File: src/rtl/regfile_write_queue.sv
// Write-back FIFO feeding the register-file write port; drops writes to r0.
// Optional read bypass of pending entries is enabled by defining REGFILE_WQ_BYPASS_EN.
module regfile_write_queue #(
  parameter int WIDTH      = 32,
  parameter int ADDR_WIDTH = 5,
  parameter int DEPTH      = 4
) (
  input  logic                     clk,
  input  logic                     reset,
  input  logic                     in_valid,
  output logic                     in_ready,
  input  logic [ADDR_WIDTH-1:0]    in_addr,
  input  logic [WIDTH-1:0]         in_data,
  input  logic                     wr_stall,
  output logic                     wr_enable,
  output logic [ADDR_WIDTH-1:0]    wr_addr,
  output logic [WIDTH-1:0]         wr_data,
  input  logic [ADDR_WIDTH-1:0]    rd_addr,
  output logic                     rd_hit,
  output logic [WIDTH-1:0]         rd_data,
  output logic [$clog2(DEPTH):0]   count
);

  localparam int PTR_W = $clog2(DEPTH);
  localparam int CNT_W = PTR_W + 1;

  logic [ADDR_WIDTH-1:0] mem_addr_q [DEPTH];
  logic [ADDR_WIDTH-1:0] mem_addr_d [DEPTH];
  logic [WIDTH-1:0]      mem_data_q [DEPTH];
  logic [WIDTH-1:0]      mem_data_d [DEPTH];
  logic [PTR_W-1:0]      head_q, head_d;
  logic [PTR_W-1:0]      tail_q, tail_d;
  logic [CNT_W-1:0]      count_q, count_d;
  logic                  store_s;
  logic                  deq_s;

  assign in_ready  = (count_q != CNT_W'(DEPTH));
  assign wr_enable = (count_q != {CNT_W{1'b0}}) & ~wr_stall;
  assign wr_addr   = mem_addr_q[head_q];
  assign wr_data   = mem_data_q[head_q];
  assign count     = count_q;

  // Writes to r0 complete the handshake but never occupy a slot.
  assign store_s = in_valid & in_ready & (in_addr != {ADDR_WIDTH{1'b0}});
  assign deq_s   = wr_enable;

  // Next-state for storage, pointers and occupancy.
  always_comb begin
    mem_addr_d = mem_addr_q;
    mem_data_d = mem_data_q;
    if (store_s) begin
      mem_addr_d[tail_q] = in_addr;
      mem_data_d[tail_q] = in_data;
      tail_d             = tail_q + PTR_W'(1);
    end else begin
      tail_d = tail_q;
    end
    if (deq_s) begin
      head_d = head_q + PTR_W'(1);
    end else begin
      head_d = head_q;
    end
    case ({store_s, deq_s})
      2'b10:   count_d = count_q + CNT_W'(1);
      2'b01:   count_d = count_q - CNT_W'(1);
      default: count_d = count_q;
    endcase
  end

  // State registers with synchronous reset taking priority over enq/deq.
  always_ff @(posedge clk) begin
    if (reset) begin
      head_q  <= {PTR_W{1'b0}};
      tail_q  <= {PTR_W{1'b0}};
      count_q <= {CNT_W{1'b0}};
      for (int i = 0; i < DEPTH; i++) begin
        mem_addr_q[i] <= {ADDR_WIDTH{1'b0}};
        mem_data_q[i] <= {WIDTH{1'b0}};
      end
    end else begin
      head_q     <= head_d;
      tail_q     <= tail_d;
      count_q    <= count_d;
      mem_addr_q <= mem_addr_d;
      mem_data_q <= mem_data_d;
    end
  end

`ifdef REGFILE_WQ_BYPASS_EN
  logic [PTR_W-1:0] byp_idx_s;

  // Scan oldest to youngest so the last match wins.
  always_comb begin
    rd_hit    = 1'b0;
    rd_data   = {WIDTH{1'b0}};
    byp_idx_s = head_q;
    for (int i = 0; i < DEPTH; i++) begin
      byp_idx_s = head_q + PTR_W'(i);
      if ((CNT_W'(i) < count_q) && (rd_addr != {ADDR_WIDTH{1'b0}}) &&
          (mem_addr_q[byp_idx_s] == rd_addr)) begin
        rd_hit  = 1'b1;
        rd_data = mem_data_q[byp_idx_s];
      end else begin
        rd_hit  = rd_hit;
        rd_data = rd_data;
      end
    end
  end
`else
  logic unused_rd_addr;
  assign unused_rd_addr = ^rd_addr;
  assign rd_hit         = 1'b0;
  assign rd_data        = {WIDTH{1'b0}};
`endif

endmodule
File: config.mk
export PLATFORM = sky130hd
export DESIGN_NAME = regfile_write_queue
export DESIGN_NICKNAME = d
export VERILOG_FILES = /design/src/rtl/regfile_write_queue.sv
export SDC_FILE = /design/constraint.sdc
export NUM_CORES = 1
export LEC_CHECK = 0
export ABC_AREA = 1
export CELL_PAD_IN_SITES_DETAIL_PLACEMENT = 1
export CELL_PAD_IN_SITES_GLOBAL_PLACEMENT = 2
export CORE_MARGIN = 2
export CORE_UTILIZATION = 27
export CTS_BUF_LIST = sky130_fd_sc_hd__clkbuf_8
export DETAILED_ROUTE_END_ITERATION = 7
export PLACE_DENSITY = 0.83
export SLEW_MARGIN = 0
export SYNTH_ARGS = -nofsm -noshare
export SYNTH_HDL_FRONTEND = slang
export SYNTH_SLANG_ARGS = --single-unit
File: constraint.sdc
create_clock -name clk -period 2.4 [get_ports clk]
set_input_delay 0.72 -clock clk [delete_from_list [all_inputs] [get_ports clk]]
set_output_delay 0.72 -clock clk [all_outputs]
set_load 0.005 [all_outputs]
Yosys cells after proc, flatten, opt, wreduce, memory -nomap -nowiden. Index checks and enable logic that the tools add are counted. W data, S select, Z words.

Add/subtract/negate cells: 4. Eq/ne operators: 3. Bitwise operators: 6. Reduce and logical (&&, ||, !) cells: 4. Multiplexer cells: 13. Multipliers: 0. Magnitude comparators: 3. Divide/modulo/power cells: 0. Shift-type cells: 0.

Operators with widths (number): $bwmux W128 (1); $mux W32 (3); $bmux W32 S2 (1); $demux W32 S2 (1); $bwmux W20 (1); $mux W5 (3); $bmux W5 S2 (1); $demux W5 S2 (1); $ge A3 B3 Y1 const B (2); $not A2 Y3 (2); $pmux W3 S2 (1); $reduce_bool A5 Y1 (1); $add A2 B1 Y2 const B (2); $add A3 B1 Y3 const B (1); $and A1 B1 Y1 (3); $lt A3 B1 Y1 const B (1); $ne A3 B3 Y1 const B (1); $reduce_bool A3 Y1 (1); $sub A3 B1 Y3 const B (1); $eq A2 B1 Y1 const B (1); $eq A2 B2 Y1 const B (1); $reduce_bool A2 Y1 (1); $logic_and A1 B1 Y1 (1); $not A1 Y1 (1).

RAM bits: 0. Output and inout port bits: 75. Memories kept: 0. Bits in latches: 0. Input port bits: 46. Register bits after elaboration: 155. Bits in read-only memories: 0.

Logic depth before layout (Yosys ltp).
Word-level depth: 6. Gate-level depth with buffers: 11. Mapped depth without buffers: 10.

Worst setup path after synthesis. Ideal clock, no wire load.

Path kind: input-to-reg. From: input port in_addr[1]. To: register count_q[2], in the netlist count[2]. Arrival time: 2.291 ns. Path slack: 0.040 ns. Library setup time: 0.070 ns. Stages on the path: 11. Path through: nor2_1 > nand3b_1 > buf_2 > nand2_1 > ha_1 > inv_1 > fa_1 > or2_2 > nand2_1 > o21ai_0 > a21oi_1.

Longest elaborated chain between the ends: 4. Elaborated cells between the ends (all ways): 6. Those cells by class: eq/ne: 2; mux: 1; bitwise: 1; reduce/logical: 2.

Ends and longest elaborated chain: start, declared (RTL line 12) `input logic [ADDR_WIDTH-1:0] in_addr,`; $reduce_bool A5 Y1 * (RTL line 44) `assign store_s = in_valid & in_ready & (in_addr != {ADDR_WIDTH{1'b0}});`; $and A1 B1 Y1 * (RTL line 44); $eq A2 B1 Y1 or $eq A2 B2 Y1 (tied branches) (RTL line 63) `case ({store_s, deq_s})`; $pmux W3 S2 or $reduce_bool A2 Y1 (tied branches); end signal, assigned (RTL line 75) `count_q <= {CNT_W{1'b0}};`; end signal, assigned (RTL line 83) `count_q <= count_d;`; end, declared (RTL line 33) `logic [CNT_W-1:0] count_q, count_d;`.

Every way passes the cells marked *; elsewhere a longest branch is shown, timed or not. A chain may end at the register's enable or synchronous reset.

Worst setup path in the final report.
From: register head_q[0]. To: output port wr_data[24].

Longest elaborated chain between the ends: 4.

Ends and longest elaborated chain: start, declared (RTL line 31) `logic [PTR_W-1:0] head_q, head_d;`; start signal, assigned (RTL line 73) `head_q <= {PTR_W{1'b0}};`; $not A2 Y3 (not written as such) (RTL line 40) `assign wr_data = mem_data_q[head_q];`; $bmux W32 S2 (RTL line 40); $mux W32 (not written as such) (2 in a row) (RTL line 40); end, declared (RTL line 17) `output logic [WIDTH-1:0] wr_data,`.

No other way between the ends. The select of a mux whose other input is x is not followed.

==> impl_results.md <==
* Status: complete, but fails checks
* Failing checks: negative setup slack
* Vias in the first global route at roughly 7600
* Final Skew at roughly 0.017 ns
* Mapped Cells at 1242
* Detailed-placement wirelength estimate at 14060 microns
* DR vias/cell at 4.310
* CP max stage delay at 0.37 ns
* Max cap viols at 0
* Row cnt at 62
* Final setup fails at 25
* First-pass GRT wire length at roughly 39000 microns
* Crit-path leading delay family: buffers and inverters
* Worst r2r src: count[1]
* Final #Nets at around 1400
* Number of distinct library cells after synthesis at 21
* RSZ-0062 raised after global routing: true
* Die Span Y at about 170 microns
* Highest Clock Rate at a little under 0.4 GHz
* Mapped Area at approximately 7800 sq um
* Worst R2R Setup Slack at approximately 0.41 ns
* Drt wl/cell at 13.70 microns
* Largest cells by area after synthesis: dfxtp_1 (40%), nand2_1 (16%), nor2_1 (14%), inv_1 (7.9%), a21oi_1 (7.6%)
* Met1 usage at 20.86%
* Post-route insts no fill at 1760
* # placed instances at between 1500 and 2000
* # diodes at 0
* Crit share post-route at 106.8%
* Hold Vio Cnt, Final at 0
* Clk slew on worst S/H paths at 0.10 ns
* EDFF count, synth at 0
* Critical Path Source Type: flip-flop
* Most used routing layer: met2
* H-tree Lvls at 4
* Post-synthesis mux area share at 0%
* Post-synth top area share at between 30% and 40%
* Share of the yosys chip area belonging to registers at 39.83%
* Core Area at between 20000 and 30000 sq um
* CTS Buf Count at 17
* Initial Util at a little over a quarter
* Worst EP required at 1.68 ns
* Clock Root Buffer: clkbuf_8
* Worst-Skew Late Latency at approximately 0.45 ns
* Worst path bufs/invs at 6
* Top Ports at around 120
* Synth Area in Compound Gates at a little over a tenth
* Instance count on the critical path at 9
* RR Endpoint: count[2]
* Drt pass-1 iters at 4
* 1st-iter DRT viols at between 200 and 250
* Tightest Hold Check Type: flip-flop to flip-flop
* Grt ovf at 0
* Number of remaining DRC errors at 0
* Clk sinks at ~160
* Critical path's slowest cell: dfxtp_2
* Synthesis warning total at 0
* Leakage power at ~5.3 nW
* CP Capture Type: output pin
* Async SR Flop Fraction at 0%
* R2R cell count at 10
* Post-CTS Hold Buffers at 0
* Place WS at -0.4870 ns
* P&R area growth vs syn at 36.52%
* Synth Flop Type: dfxtp_1
* Vias after detailed routing at between 7000 and 8000
* Setup ws final at -0.1624 ns
* Initial antenna violation count at 0
* CP Cell Sequence: clkinv_4, buf_6, buf_12, buf_8, buf_6, o21ai_2, a21oi_2, a21oi_2, buf_2
* Kind of critical path: flip-flop to output pin
* Worst hold start: mem_data_q[60]
* Largest family of logic cells by synthesized area: simple AND/OR/NAND/NOR gates
* Post-synth top area cell: dfxtp_1
* Crit-path max FO at 7
* Final WL at about 24000 microns
* Top-count cell post-synth: nand2_1
* Post-route cell area at around 11000 sq um
* Met2 usage at approximately 28%
* PD cells at about 900 nW/um^2
* Slew Viols, Final at 0
* Post-DRT Antenna Nets at 0
* Placed Area at roughly 9100 sq um
* XOR/XNOR Fraction of Synth Area at 0%
* Port Buf Inserts at 82
* Die ar. at 30230 sq um
* Post-route minimum period at ~2.6 ns
* Total GRT Usage at about 16%
* Total power at roughly 9.4 mW
* GRT met3 Usage at under 10%
* Share of layout cells above drive strength 1 at between 10% and 20%
* Simple-gate share of the synthesized area at between 30% and 40%
* WP data arrival at approximately 1.8 ns
* Pin count of the biggest net entering global routing at 43
* Syn Area/Cell at around 6.3 sq um
* Register bit total from synthesis at between 150 and 200
* Adder-cell share of the synthesized area at roughly 1.1%
* End of the critical path: wr_data[24]
* Maximum VDD drop at between 0.0003 and 0.0004 V
* CTS Buffer Depth at 2
* CTS tree: built
* Critical Path Start: head_q[0]
* Die width at 173.9 microns
* Final Wtd Congestion at about 0.74
* Commonest cells post-synth: nand2_1 (340), nor2_1 (300), inv_1 (164), dfxtp_1 (155), a21oi_1 (118)
## power by group
part           total [mW]  switching, mW  internal (mW)
Combinational        4.18           2.20           1.99
Sequential           3.07          0.178           2.89
Clock                2.14           1.10           1.05
Total                9.40           3.47           5.93
## stage by stage
step	hold slack [ns]	util [%]	setup TNS, ns
finish	0.5184	37.26	-1.897
floorplan	0.4862	-	0
global placement	0.4977	32.04	-1.068
CTS	0.5237	36.02	-3.041
global route	0.5390	37.26	-5.304
detailed placement	0.5048	32.04	-1.052
## per-layer routing
metal	up-vias	wire length, microns
li1	3879	-
met1	3599	11720
met2	94	11640
met3	14	575
met4	0	166
met5	-	0
## state kept, by name, indices dropped and copies added, names as in the netlist
name and count:
head_q 2, tail_q 2, mem_addr_q 20, count 3, mem_data_q 128
## repair_timing
action	4_1_cts	5_1_grt
resized for setup	276	75
cloned	9	2
pin swaps	30	22
setup buffers	25	17
setup endpoints to repair	38	38
## area by class of cell
class	instances	area [sq um]
timing repair buffer	172	1909
fill	3637	17910
clock inverter	15	187.7
tap	384	480.5
clock buffer	17	234.0
multi-input combinational	852	4091
sequential	155	3104
inverter	165	629.4
## placed cells by master, fill, tap and decap left out, types with 5 or more instances in the layout
cell type	netlist	routed
buf_16	0	5
ha_1	5	5
clkdlybuf4s50_1	0	43
o21ai_4	0	11
a21oi_4	1	11
o21ai_2	0	17
nand2_1	340	337
inv_1	164	162
buf_12	0	26
buf_6	16	13
a21oi_2	0	60
dfxtp_1	155	154
nor2_1	300	298
o21ai_1	0	6
buf_2	13	34
a21oi_1	118	48
clkbuf_8	0	17
buf_4	33	39
clkinv_4	0	5
o21ai_0	42	8
conb_1	1	33
## cell families (layout without fill, tap and decap cells)
| kind of cell | after synthesis | after routing |
|---|---|---|
| buffers and inverters | 267 | 369 |
| flip-flops | 155 | 155 |
| other | 1 | 33 |
| adder cells (fa/ha/maj) | 6 | 6 |
| AO/OA/AOI/OAI | 161 | 161 |
| AND/OR/NAND/NOR | 652 | 652 |
## worst min-delay path by stage
stage | to | slack (ns) | cells after the start
floorplan | mem_addr_q[5] | 0.49 | 4
global placement | mem_data_q[114] | 0.50 | 4
detailed placement | mem_data_q[26] | 0.50 | 4
CTS | mem_data_q[26] | 0.52 | 4
global route | mem_data_q[18] | 0.54 | 4
finish | mem_data_q[60] | 0.52 | 4
## worst register-to-register path: stages, from the launching register on
cell and delay [ns]:
dfxtp_1 0.45, nor2_4 0.08, a21oi_2 0.15, buf_4 0.14, ha_1 0.13, inv_1 0.07, fa_2 0.34, or2_2 0.30
nand2_1 0.08, o21ai_0 0.07, a21oi_1 0.13
(Power assumes the default switching activity.)
